==> src/rtl/cam_pkg.sv <==
// Shared encodings for the camera capture/decimation block: pixel formats,
// capture FSM states and the frame buffer depth helper.
package cam_pkg;

    localparam logic [1:0] MODE_RGB565    = 2'd0;
    localparam logic [1:0] MODE_RGB565_SW = 2'd1;
    localparam logic [1:0] MODE_GRAY8     = 2'd2;

    typedef enum logic [1:0] {
        ST_WAIT_SYNC = 2'd0,
        ST_BLANK     = 2'd1,
        ST_ACTIVE    = 2'd2
    } cam_state_e;

    function automatic int calc_depth(input int x_max, input int y_max, input int decim);
        return (x_max / decim) * (y_max / decim);
    endfunction

endpackage

==> src/rtl/cam_pix_format.sv <==
// Packs an assembled hi/lo byte pair into the 16-bit frame buffer word
// according to the mode latched at frame start.
module cam_pix_format
    import cam_pkg::*;
(
    input  logic [1:0]  mode,
    input  logic [7:0]  hi,
    input  logic [7:0]  lo,
    output logic [15:0] word
);

    always_comb begin
        word = 16'h0000;
        case (mode)
            MODE_RGB565:    word = {hi, lo};
            MODE_RGB565_SW: word = {lo, hi};
            // YUV422 arrives Y-first, so the hi byte carries luma
            MODE_GRAY8:     word = {8'h00, hi};
            default:        word = 16'h0000;
        endcase
    end

endmodule

==> src/rtl/cam_capture_decim.sv <==
// Camera byte-pair capture with x/y decimation, frame-sync gating and
// overflow / line-error / frame-done reporting into a frame BRAM.
//
// state     | meaning
// WAIT_SYNC | after reset; ignore bus until vsync is seen high
// BLANK     | vsync high; counters, address and overflow cleared
// ACTIVE    | vsync low; bytes captured, kept pixels written
module cam_capture_decim
    import cam_pkg::*;
#(
    parameter int X_MAX  = 640,
    parameter int Y_MAX  = 480,
    parameter int DECIM  = 2,
    parameter int ADDR_W = 17
) (
    input  logic              pclk,
    input  logic              rst,
    input  logic              vsync,
    input  logic              href,
    input  logic [7:0]        d,
    input  logic [1:0]        mode,
    output logic [ADDR_W-1:0] addr,
    output logic [15:0]       dout,
    output logic              bram_we,
    output logic              frame_done,
    output logic              overflow,
    output logic              line_err
);

    localparam int DEPTH = calc_depth(X_MAX, Y_MAX, DECIM);
    localparam int X_W   = $clog2(X_MAX + 1);
    localparam int Y_W   = $clog2(Y_MAX + 1);

    localparam logic [X_W-1:0]    X_LAST    = X_W'(X_MAX);
    localparam logic [Y_W-1:0]    Y_LAST    = Y_W'(Y_MAX);
    localparam logic [X_W-1:0]    X_MASK    = X_W'(DECIM - 1);
    localparam logic [Y_W-1:0]    Y_MASK    = Y_W'(DECIM - 1);
    localparam logic [ADDR_W-1:0] ADDR_LAST = ADDR_W'(DEPTH - 1);

    cam_state_e        state_q, state_d;
    logic              phase_q, phase_d;
    logic [7:0]        hi_q, hi_d;
    logic [X_W-1:0]    x_q, x_d;
    logic [Y_W-1:0]    y_q, y_d;
    logic [1:0]        mode_q, mode_d;
    logic              href_q, href_d;
    logic [ADDR_W-1:0] addr_q, addr_d;
    logic [15:0]       dout_q, dout_d;
    logic              we_q, we_d;
    logic              full_q, full_d;
    logic              wrote_q, wrote_d;
    logic              frame_done_q, frame_done_d;
    logic              overflow_q, overflow_d;
    logic              line_err_q, line_err_d;

    logic [15:0]       pix_word;
    logic              keep;

    cam_pix_format u_fmt (
        .mode (mode_q),
        .hi   (hi_q),
        .lo   (d),
        .word (pix_word)
    );

    // Pixels beyond the active width are never kept, so a long line cannot
    // spill extra words into the next line's addresses.
    assign keep = (x_q != X_LAST) && ((x_q & X_MASK) == '0) && ((y_q & Y_MASK) == '0);

    always_comb begin
        state_d      = state_q;
        phase_d      = phase_q;
        hi_d         = hi_q;
        x_d          = x_q;
        y_d          = y_q;
        mode_d       = mode_q;
        href_d       = 1'b0;
        addr_d       = addr_q;
        dout_d       = dout_q;
        we_d         = 1'b0;
        full_d       = full_q;
        wrote_d      = wrote_q;
        frame_done_d = 1'b0;
        overflow_d   = overflow_q;
        line_err_d   = 1'b0;

        case (state_q)
            ST_WAIT_SYNC: begin
                if (vsync) state_d = ST_BLANK;
            end
            ST_BLANK: begin
                x_d        = '0;
                y_d        = '0;
                addr_d     = '0;
                phase_d    = 1'b0;
                overflow_d = 1'b0;
                full_d     = 1'b0;
                wrote_d    = 1'b0;
                if (!vsync) begin
                    state_d = ST_ACTIVE;
                    mode_d  = mode;
                end
            end
            ST_ACTIVE: begin
                // Address advances after the write it labelled; the last slot is sticky.
                if (we_q) begin
                    if (addr_q == ADDR_LAST) full_d = 1'b1;
                    else                     addr_d = addr_q + 1'b1;
                end
                if (vsync) begin
                    state_d      = ST_BLANK;
                    frame_done_d = wrote_q;
                end else begin
                    href_d = href;
                    if (href) begin
                        phase_d = ~phase_q;
                        if (!phase_q) begin
                            hi_d = d;
                        end else begin
                            if (x_q != X_LAST) x_d = x_q + 1'b1;
                            if (keep) begin
                                if (full_q) begin
                                    overflow_d = 1'b1;
                                end else begin
                                    we_d    = 1'b1;
                                    dout_d  = pix_word;
                                    wrote_d = 1'b1;
                                end
                            end
                        end
                    end else if (href_q) begin
                        if (y_q != Y_LAST) y_d = y_q + 1'b1;
                        x_d        = '0;
                        phase_d    = 1'b0;
                        line_err_d = (x_q != X_LAST) || phase_q;
                    end
                end
            end
            default: state_d = ST_WAIT_SYNC;
        endcase
    end

    always_ff @(posedge pclk or posedge rst) begin
        if (rst) begin
            state_q      <= ST_WAIT_SYNC;
            phase_q      <= 1'b0;
            hi_q         <= 8'h00;
            x_q          <= '0;
            y_q          <= '0;
            mode_q       <= 2'b00;
            href_q       <= 1'b0;
            addr_q       <= '0;
            dout_q       <= 16'h0000;
            we_q         <= 1'b0;
            full_q       <= 1'b0;
            wrote_q      <= 1'b0;
            frame_done_q <= 1'b0;
            overflow_q   <= 1'b0;
            line_err_q   <= 1'b0;
        end else begin
            state_q      <= state_d;
            phase_q      <= phase_d;
            hi_q         <= hi_d;
            x_q          <= x_d;
            y_q          <= y_d;
            mode_q       <= mode_d;
            href_q       <= href_d;
            addr_q       <= addr_d;
            dout_q       <= dout_d;
            we_q         <= we_d;
            full_q       <= full_d;
            wrote_q      <= wrote_d;
            frame_done_q <= frame_done_d;
            overflow_q   <= overflow_d;
            line_err_q   <= line_err_d;
        end
    end

    assign addr       = addr_q;
    assign dout       = dout_q;
    assign bram_we    = we_q;
    assign frame_done = frame_done_q;
    assign overflow   = overflow_q;
    assign line_err   = line_err_q;

endmodule
==> config.mk <==
export PLATFORM = sky130hd
export DESIGN_NAME = cam_capture_decim
export DESIGN_NICKNAME = d
export VERILOG_FILES = /design/src/rtl/cam_pkg.sv /design/src/rtl/cam_pix_format.sv /design/src/rtl/cam_capture_decim.sv
export SDC_FILE = /design/constraint.sdc
export NUM_CORES = 1
export LEC_CHECK = 0
export ABC_AREA = 0
export ABC_CLOCK_PERIOD_IN_PS = 4800
export BUFFER_PORTS_ARGS = -buffer_cell sky130_fd_sc_hd__buf_2
export CAP_MARGIN = 5
export CORE_AREA = 4 4 105 107
export DETAILED_ROUTE_END_ITERATION = 12
export DIE_AREA = 0 0 109 111
export PLACE_DENSITY = 0.62
export SLEW_MARGIN = 20
export SYNTH_ARGS = -nofsm -noshare
export SYNTH_HDL_FRONTEND = slang
export SYNTH_HIERARCHICAL = 1
export SYNTH_SLANG_ARGS = --single-unit
==> constraint.sdc <==
create_clock -name pclk -period 4.8 [get_ports pclk]
set_input_delay 0.72 -clock pclk [delete_from_list [all_inputs] [get_ports pclk]]
set_output_delay 0.72 -clock pclk [all_outputs]
set_load 0.05 [all_outputs]
==> impl_results.md, run 1 <==
* Minimum clock period at around 3.2 ns
* Commonest non-fill, non-tap cell in the layout: dfrtp_1
* Highest-delay cell along the critical path: nor3_4
* HPWL after DPL at 6000 um
* Area of the multi-input gates at 2000 um^2
* Post-CTS Setup Bufs at 0
* Via Count at 3,118
* Routability congestion estimate at between 0.8 and 0.9
* Reg-to-Reg End: dout[12]
* Flop pwr share at 0.404
* Die ar. at 12,100 um^2
* Nets at 445
* Post-synthesis register bit count at approximately 70
* Row Count at 37
* WHS Path Cells at 1
* PD cells at 440 nW/um^2
* Clk_skew at about 0.012 ns
* Final ANT Viol Nets at 0
* Adder-cell share of the synthesized area at 0.0286
* PostCTS Resize Cnt at 0
* Number of enable flip-flop cells after synthesis at 0
* Synth warn at 6
* Initial antenna violation count at 0
* Hold EP: overflow
* CTS Buf Count at 9
* R2r setup slk at approximately 1.6 ns
* Ys async rst share at 1.00
* Filler instances at 957
* Comb power frac at 0.344
* Crit end category: flip-flop
* Clock transition at path regs at 0.09 ns
* Max Cap Viol at 0
* I/O Buffers at 50
* Reg2reg start: state_q[0]
* Post-synthesis xor/xnor area fraction at 0.00666
* CP max stage delay at 0.80 ns
* Critical Path AT at 3.47 ns
* Clock Latency Late Sink at 0.35 ns
* Total Wirelength at 8640 um
* Path type of the worst setup path: reg2reg
* Post-Syn Instances at between 300 and 400
* Worst-Margin Slew at slightly above 1 ns
* Largest net degree at the start of global routing at 41
* Inserted Diodes at 0
* Chip Height at around 110 um
* Leakage at 2.15 nW
* CP Data Required Time at slightly above 5 ns
* Sw Ratio at 0.395
* Compound-cell area share of the yosys netlist at 0.119
* Period utilisation layout at 0.672
* DP Worst Slack at 1.56 ns
* Die Wd at 109 um
* CP Launch Type: flip-flop
* Top Ports at 51
* Grt ovf at 0
* Synth Area in Simple Gates at 0.206
* Drt first-iter violations at 152
* HP Start: overflow
* Max-slew violations at 0
* Total power draw at 1.97 mW
* Top_reg_cell synth: dfrtp_1
* Worst min-delay path class: reg2reg
* Run status: complete, no violations
* WL per Instance at between 15 and 20 um
* Gr usage total at 0.151
* CP cell instances: inv_1 > ha_1 > nand3b_4 > or4b_4 > nor3_4 > mux2_2
* Core Util, Final at 0.442
* Area Overhead vs Synth at 13.7%
* # DRC at 0
* Post-synthesis mux area share at 0.146
* RSZ-0062 raised after global routing: no
* Vias in the first global route at just over 3,000
* CTS tree: built
* Combinational family with the most area after synthesis: simple AND/OR/NAND/NOR gates
* CTS max path bufs at 2
* Sink Count at 72
* Most frequent cells in the layout: 72 x dfrtp_1, 50 x buf_2, 34 x nand2_1
* Effective utilization at floorplan at 0.389
* Unique cell type count in the Yosys netlist at 53
* Net load switching power at around 0.78 mW
* Net Count, Synth at ~400
* Max Fclk at 310 MHz
* CTS root buffer: clkbuf_8
* Seq/Total Area, Yosys at 0.457
* Worst slew margin at 0.313
* R2R depth at 6
* Crit-path max FO at 23
* Synthesized area per cell at 10.5 um^2
* Worst IR Drop VDD at 0.217 mV
* Register area at approximately 1800 um^2
* DR pass1 iterations at 5
* Post-Synthesis Cell Area at 3940 um^2
* Fin Setup TNS at 0 ns
* Final setup violation count at 0
* Core area at 10,100 um^2
* # hold bufs at CTS at 0
* First-pass GRT wire length at 14,800 um
* Layout cells sized above 1 at 0.251
* Int Pwr at roughly 1.2 mW
* H-tree depth at 3
* Vias per cell at 5.54
* Final setup margin at 1.58 ns
* Clk pwr share at 0.252
* Final Hold Viols at 0
[metal layers]
layer	share of wire	wire length, um	GRT usage
met5	0	0	0
met4	0.014	118	0.0354
met3	0.058	498	0.0489
met2	0.47	4070	0.239
met1	0.46	3960	0.200
[state kept, by name, indices dropped and copies added, names as in the netlist]
register	flops
href_q	1
state_q	2
phase_q	1
overflow	1
wrote_q	1
mode_q	2
y_q	9
dout	16
full_q	1
addr	17
bram_we	1
line_err	1
frame_done	1
hi_q	8
x_q	10
[per-stage QoR]
stage | cell area [um^2] | std cells | hold slack [ns]
floorplan | 3940 | 375 | 0.457
global placement | 4280 | 547 | 0.476
detailed placement | 4280 | 547 | 0.486
CTS | 4480 | 563 | 0.508
global route | 4480 | 563 | 0.531
finish | 4480 | 563 | 0.499
[logic make-up (layout without fill, tap and decap cells)]
kind of cell / after synthesis / count (layout)
adder cells (fa/ha/maj): 9 / 9
buffers and inverters: 29 / 81
flip-flops: 72 / 72
multiplexers: 51 / 51
AO/OA/AOI/OAI: 74 / 74
XOR/XNOR: 3 / 3
AND/OR/NAND/NOR: 137 / 137
[critical path: cells and delay by family, from the launching register on]
family / cells / cell delay, ns
buffers and inverters: 1 / 0.10
DFF: 1 / 0.42
and+or+nand+nor: 3 / 1.48
adders and majority gates: 1 / 0.69
muxes: 1 / 0.42
[cell usage after synthesis (all sizes together) (3+ instances only)]
master | number | area, um^2
xor2 | 3 | 26.3
o21a | 3 | 22.5
clkbuf | 6 | 22.5
a21oi | 27 | 135
dfrtp | 72 | 1800
a21o | 4 | 30.0
inv | 13 | 48.8
nor2b | 4 | 25.0
ha | 9 | 113
nor2 | 13 | 48.8
o211ai | 4 | 30.0
o21ai | 13 | 65.1
buf | 10 | 73.8
mux2 | 28 | 345
and4 | 6 | 52.6
or2 | 4 | 25.0
a211oi | 3 | 22.5
nor3 | 4 | 31.3
nand4 | 13 | 87.6
nand3 | 9 | 45.0
nand2b | 9 | 56.3
o31ai | 9 | 67.6
or4 | 12 | 90.1
nand3b | 3 | 35.0
nand2 | 34 | 128
and3 | 8 | 50.1
or3 | 8 | 50.1
mux2i | 23 | 230
[worst max-delay path by stage]
stage	slack [ns]	endpoint	cells after the start	from
detailed placement	1.56	dout[12]	6	state_q[0]
floorplan	2.26	addr[0]	1	rst
global placement	1.67	dout[14]	6	state_q[0]
CTS	1.54	dout[12]	6	state_q[0]
global route	1.37	dout[15]	6	state_q[0]
finish	1.58	dout[12]	6	state_q[0]
[layout make-up]
type | count | area share
flip-flops and latches | 72 | 0.402
clock buffers | 9 | 0.0276
well taps | 136 | 0.0379
repair buffers | 52 | 0.0592
multi-input cells | 274 | 0.445
inverters | 13 | 0.0109
clock inverters | 7 | 0.0173
[power by group through the flow]
stage | Sequential (mW) | Clock [mW] | Combinational (mW)
global placement | 0.802 | 0 | 0.663
global route | 0.815 | 0.537 | 0.756
detailed placement | 0.809 | 0 | 0.681
CTS | 0.798 | 0.514 | 0.683
floorplan | 0.807 | 0 | 0.537
finish | 0.797 | 0.496 | 0.678
Note: power is estimated with default switching activity, not from simulation.
==> run 2: changes to the inputs <==
--- a/config.mk
+++ b/config.mk
@@ -6,13 +6,13 @@
 export NUM_CORES = 1
 export LEC_CHECK = 0
 export ABC_AREA = 0
-export ABC_CLOCK_PERIOD_IN_PS = 4800
+export ABC_CLOCK_PERIOD_IN_PS = 2900
 export BUFFER_PORTS_ARGS = -buffer_cell sky130_fd_sc_hd__buf_2
 export CAP_MARGIN = 5
 export CORE_AREA = 4 4 105 107
 export DETAILED_ROUTE_END_ITERATION = 12
 export DIE_AREA = 0 0 109 111
-export PLACE_DENSITY = 0.62
+export PLACE_DENSITY = 0.64
 export SLEW_MARGIN = 20
 export SYNTH_ARGS = -nofsm -noshare
 export SYNTH_HDL_FRONTEND = slang
==> constraint.sdc (replaced) <==
create_clock -name pclk -period 2.9 [get_ports pclk]
set_input_delay 0.435 -clock pclk [delete_from_list [all_inputs] [get_ports pclk]]
set_output_delay 0.435 -clock pclk [all_outputs]
set_load 0.05 [all_outputs]
==> run 2 against run 1 <==
Fmax rose by 30%. Total power rose by 67%. Worst hold slack got worse by 0.35 ns. Utilization rose by 0.53 points. Cell count rose by 0.89%. Via count fell by 0.32%. Clock skew barely moved. Critical path depth rose by 1. Sequential power rose by 66%. Routed wire length fell by 0.57%. Critical path type unchanged. Largest power group unchanged.
==> impl_results.md, run 2 (synthesized netlist as in run 1, its figures left out) <==
* Sink Count at 72 (unchanged)
* Crit end category: flip-flop (unchanged)
* Grt ovf at 0 (unchanged)
* Core Util, Final at 0.448 (was 0.442)
* Fin Setup TNS at 0 ns (unchanged)
* Vias in the first global route at 3,027 (was 3,053)
* Path type of the worst setup path: reg2reg (unchanged)
* First-pass GRT wire length at 14,600 um (was 14,800 um)
* CTS root buffer: clkbuf_8 (unchanged)
* Gr usage total at 0.148 (was 0.151)
* H-tree depth at 3 (unchanged)
* Crit-path max FO at 18 (was 23)
* DR pass1 iterations at 6 (was 5)
* Worst IR Drop VDD at 0.294 mV (was 0.217 mV)
* Die ar. at 12,100 um^2 (unchanged)
* Max-slew violations at 0 (unchanged)
* Max Fclk at 404 MHz (was 310 MHz)
* Final setup violation count at 0 (unchanged)
* Worst slew margin at 0.452 (was 0.313)
* Clock Latency Late Sink at 0.35 ns (about the same)
* Number of flip-flops in the largest register at 17 (unchanged)
* Nets at 450 (was 445)
* Max Cap Viol at 0 (unchanged)
* CTS max path bufs at 2 (unchanged)
* Via Count at 3,108 (was 3,118)
* Worst Setup SP: state_q[0] (unchanged)
* Final Hold Viols at 0 (unchanged)
* CP Data Required Time at 3.13 ns (was 5.04 ns)
* Layout cells sized above 1 at 0.259 (was 0.251)
* HPWL after DPL at 5920 um (was 6000 um)
* Worst hold margin at 0.147 ns (was 0.499 ns)
* CTS Buf Count at 9 (unchanged)
* R2r setup slk at 0.42 ns (was 1.58 ns)
* Clk_skew at 0.0127 ns (was 0.0124 ns)
* Core area at 10,100 um^2 (unchanged)
* Worst-Margin Slew at 0.822 ns (was 1.03 ns)
* Initial antenna violation count at 0 (unchanged)
* WL per Instance at 15.1 um (was 15.3 um)
* CP Launch Type: flip-flop (unchanged)
* PD cells at 725 nW/um^2 (was 440 nW/um^2)
* Minimum clock period at 2.48 ns (was 3.22 ns)
* Worst min-delay path class: in2async (was reg2reg)
* Period utilisation layout at 0.854 (was 0.672)
* Chip Height at 111 um (unchanged)
* DP Worst Slack at 0.433 ns (was 1.56 ns)
* Routability congestion estimate at 0.749 (was 0.834)
* CTS tree: built (unchanged)
* Final ANT Viol Nets at 0 (unchanged)
* Run status: complete, no violations (unchanged)
* Post-CTS Setup Bufs at 0 (unchanged)
* Effective utilization at floorplan at 0.389 (unchanged)
* Inserted Diodes at 0 (unchanged)
* Largest net degree at the start of global routing at 73 (was 41)
* Vias per cell at 5.47 (was 5.54)
* Commonest non-fill, non-tap cell in the layout: dfrtp_1 (unchanged)
* Final setup margin at 0.422 ns (was 1.58 ns)
* PostCTS Resize Cnt at 0 (unchanged)
* # hold bufs at CTS at 0 (unchanged)
* Reg2reg start: state_q[0] (unchanged)
* # DRC at 0 (unchanged)
* Drt first-iter violations at 140 (was 152)
* I/O Buffers at 50 (unchanged)
* Row Count at 37 (unchanged)
* Area Overhead vs Synth at 15.1% (was 13.7%)
* Most frequent cells in the layout: 72 x dfrtp_1, 50 x buf_2, 34 x nand2_1 (unchanged)
* Critical Path AT at 2.71 ns (was 3.47 ns)
* RSZ-0062 raised after global routing: no (unchanged)
* Clock transition at path regs at 0.09 ns (about the same)
* Top Ports at 51 (unchanged)
* Total Wirelength at 8590 um (was 8640 um)
* Die Wd at 109 um (unchanged)
* Leakage at 2.18 nW (was 2.15 nW)
run 2: per-layer routing:
layer  routed length [um]  global-route usage  up-vias
met4                  128              0.0631        0
met3                  296              0.0239       10
li1                     -                   -     1493
met2                 4140               0.230       63
met1                 4020               0.203     1542
met5                    0                   0        -
run 2: path summary, 6_finish.rpt:
kind / endpoint / cells past startpoint
setup reg to reg: dout[14] / 7
min in group pclk: mode_q[1] / 2
hold reg to reg: wrote_q / 1
max in group asynchronous: y_q[7] / 3
hold / removal: hi_q[6] / 3
setup / recovery: dout[14] / 7
run 2: power by group:
group | internal, mW | total, mW | switching [mW]
Combinational | 0.477 | 1.15 | 0.675
Sequential | 1.12 | 1.32 | 0.198
Clock | 0.424 | 0.820 | 0.396
run 2: metrics by stage:
step	total power [mW]	area (um^2)	cells
after floorplan	2.22	3940	375
after global placement	2.46	4330	552
after detailed placement	2.50	4330	552
after CTS	3.33	4540	568
after global routing	3.51	4540	568
final	3.29	4540	568
run 2: worst max-delay path, stage by stage (launching register included):
cell	delay [ns]
dfrtp_1	0.42
inv_1	0.10
ha_1	0.40
nand3b_4	0.12
or4b_4	0.52
nor3_4	0.11
buf_4	0.30
mux2_2	0.38
run 2: final cells by class:
type / count / area (um^2)
Clock buffer: 10 / 138
Clock inverter: 6 / 67.6
Fill cell: 947 / 5600
Inverter: 13 / 48.8
Multi-Input combinational cell: 274 / 2000
Sequential cell: 72 / 1800
Tap cell: 136 / 170
Timing Repair Buffer: 57 / 315
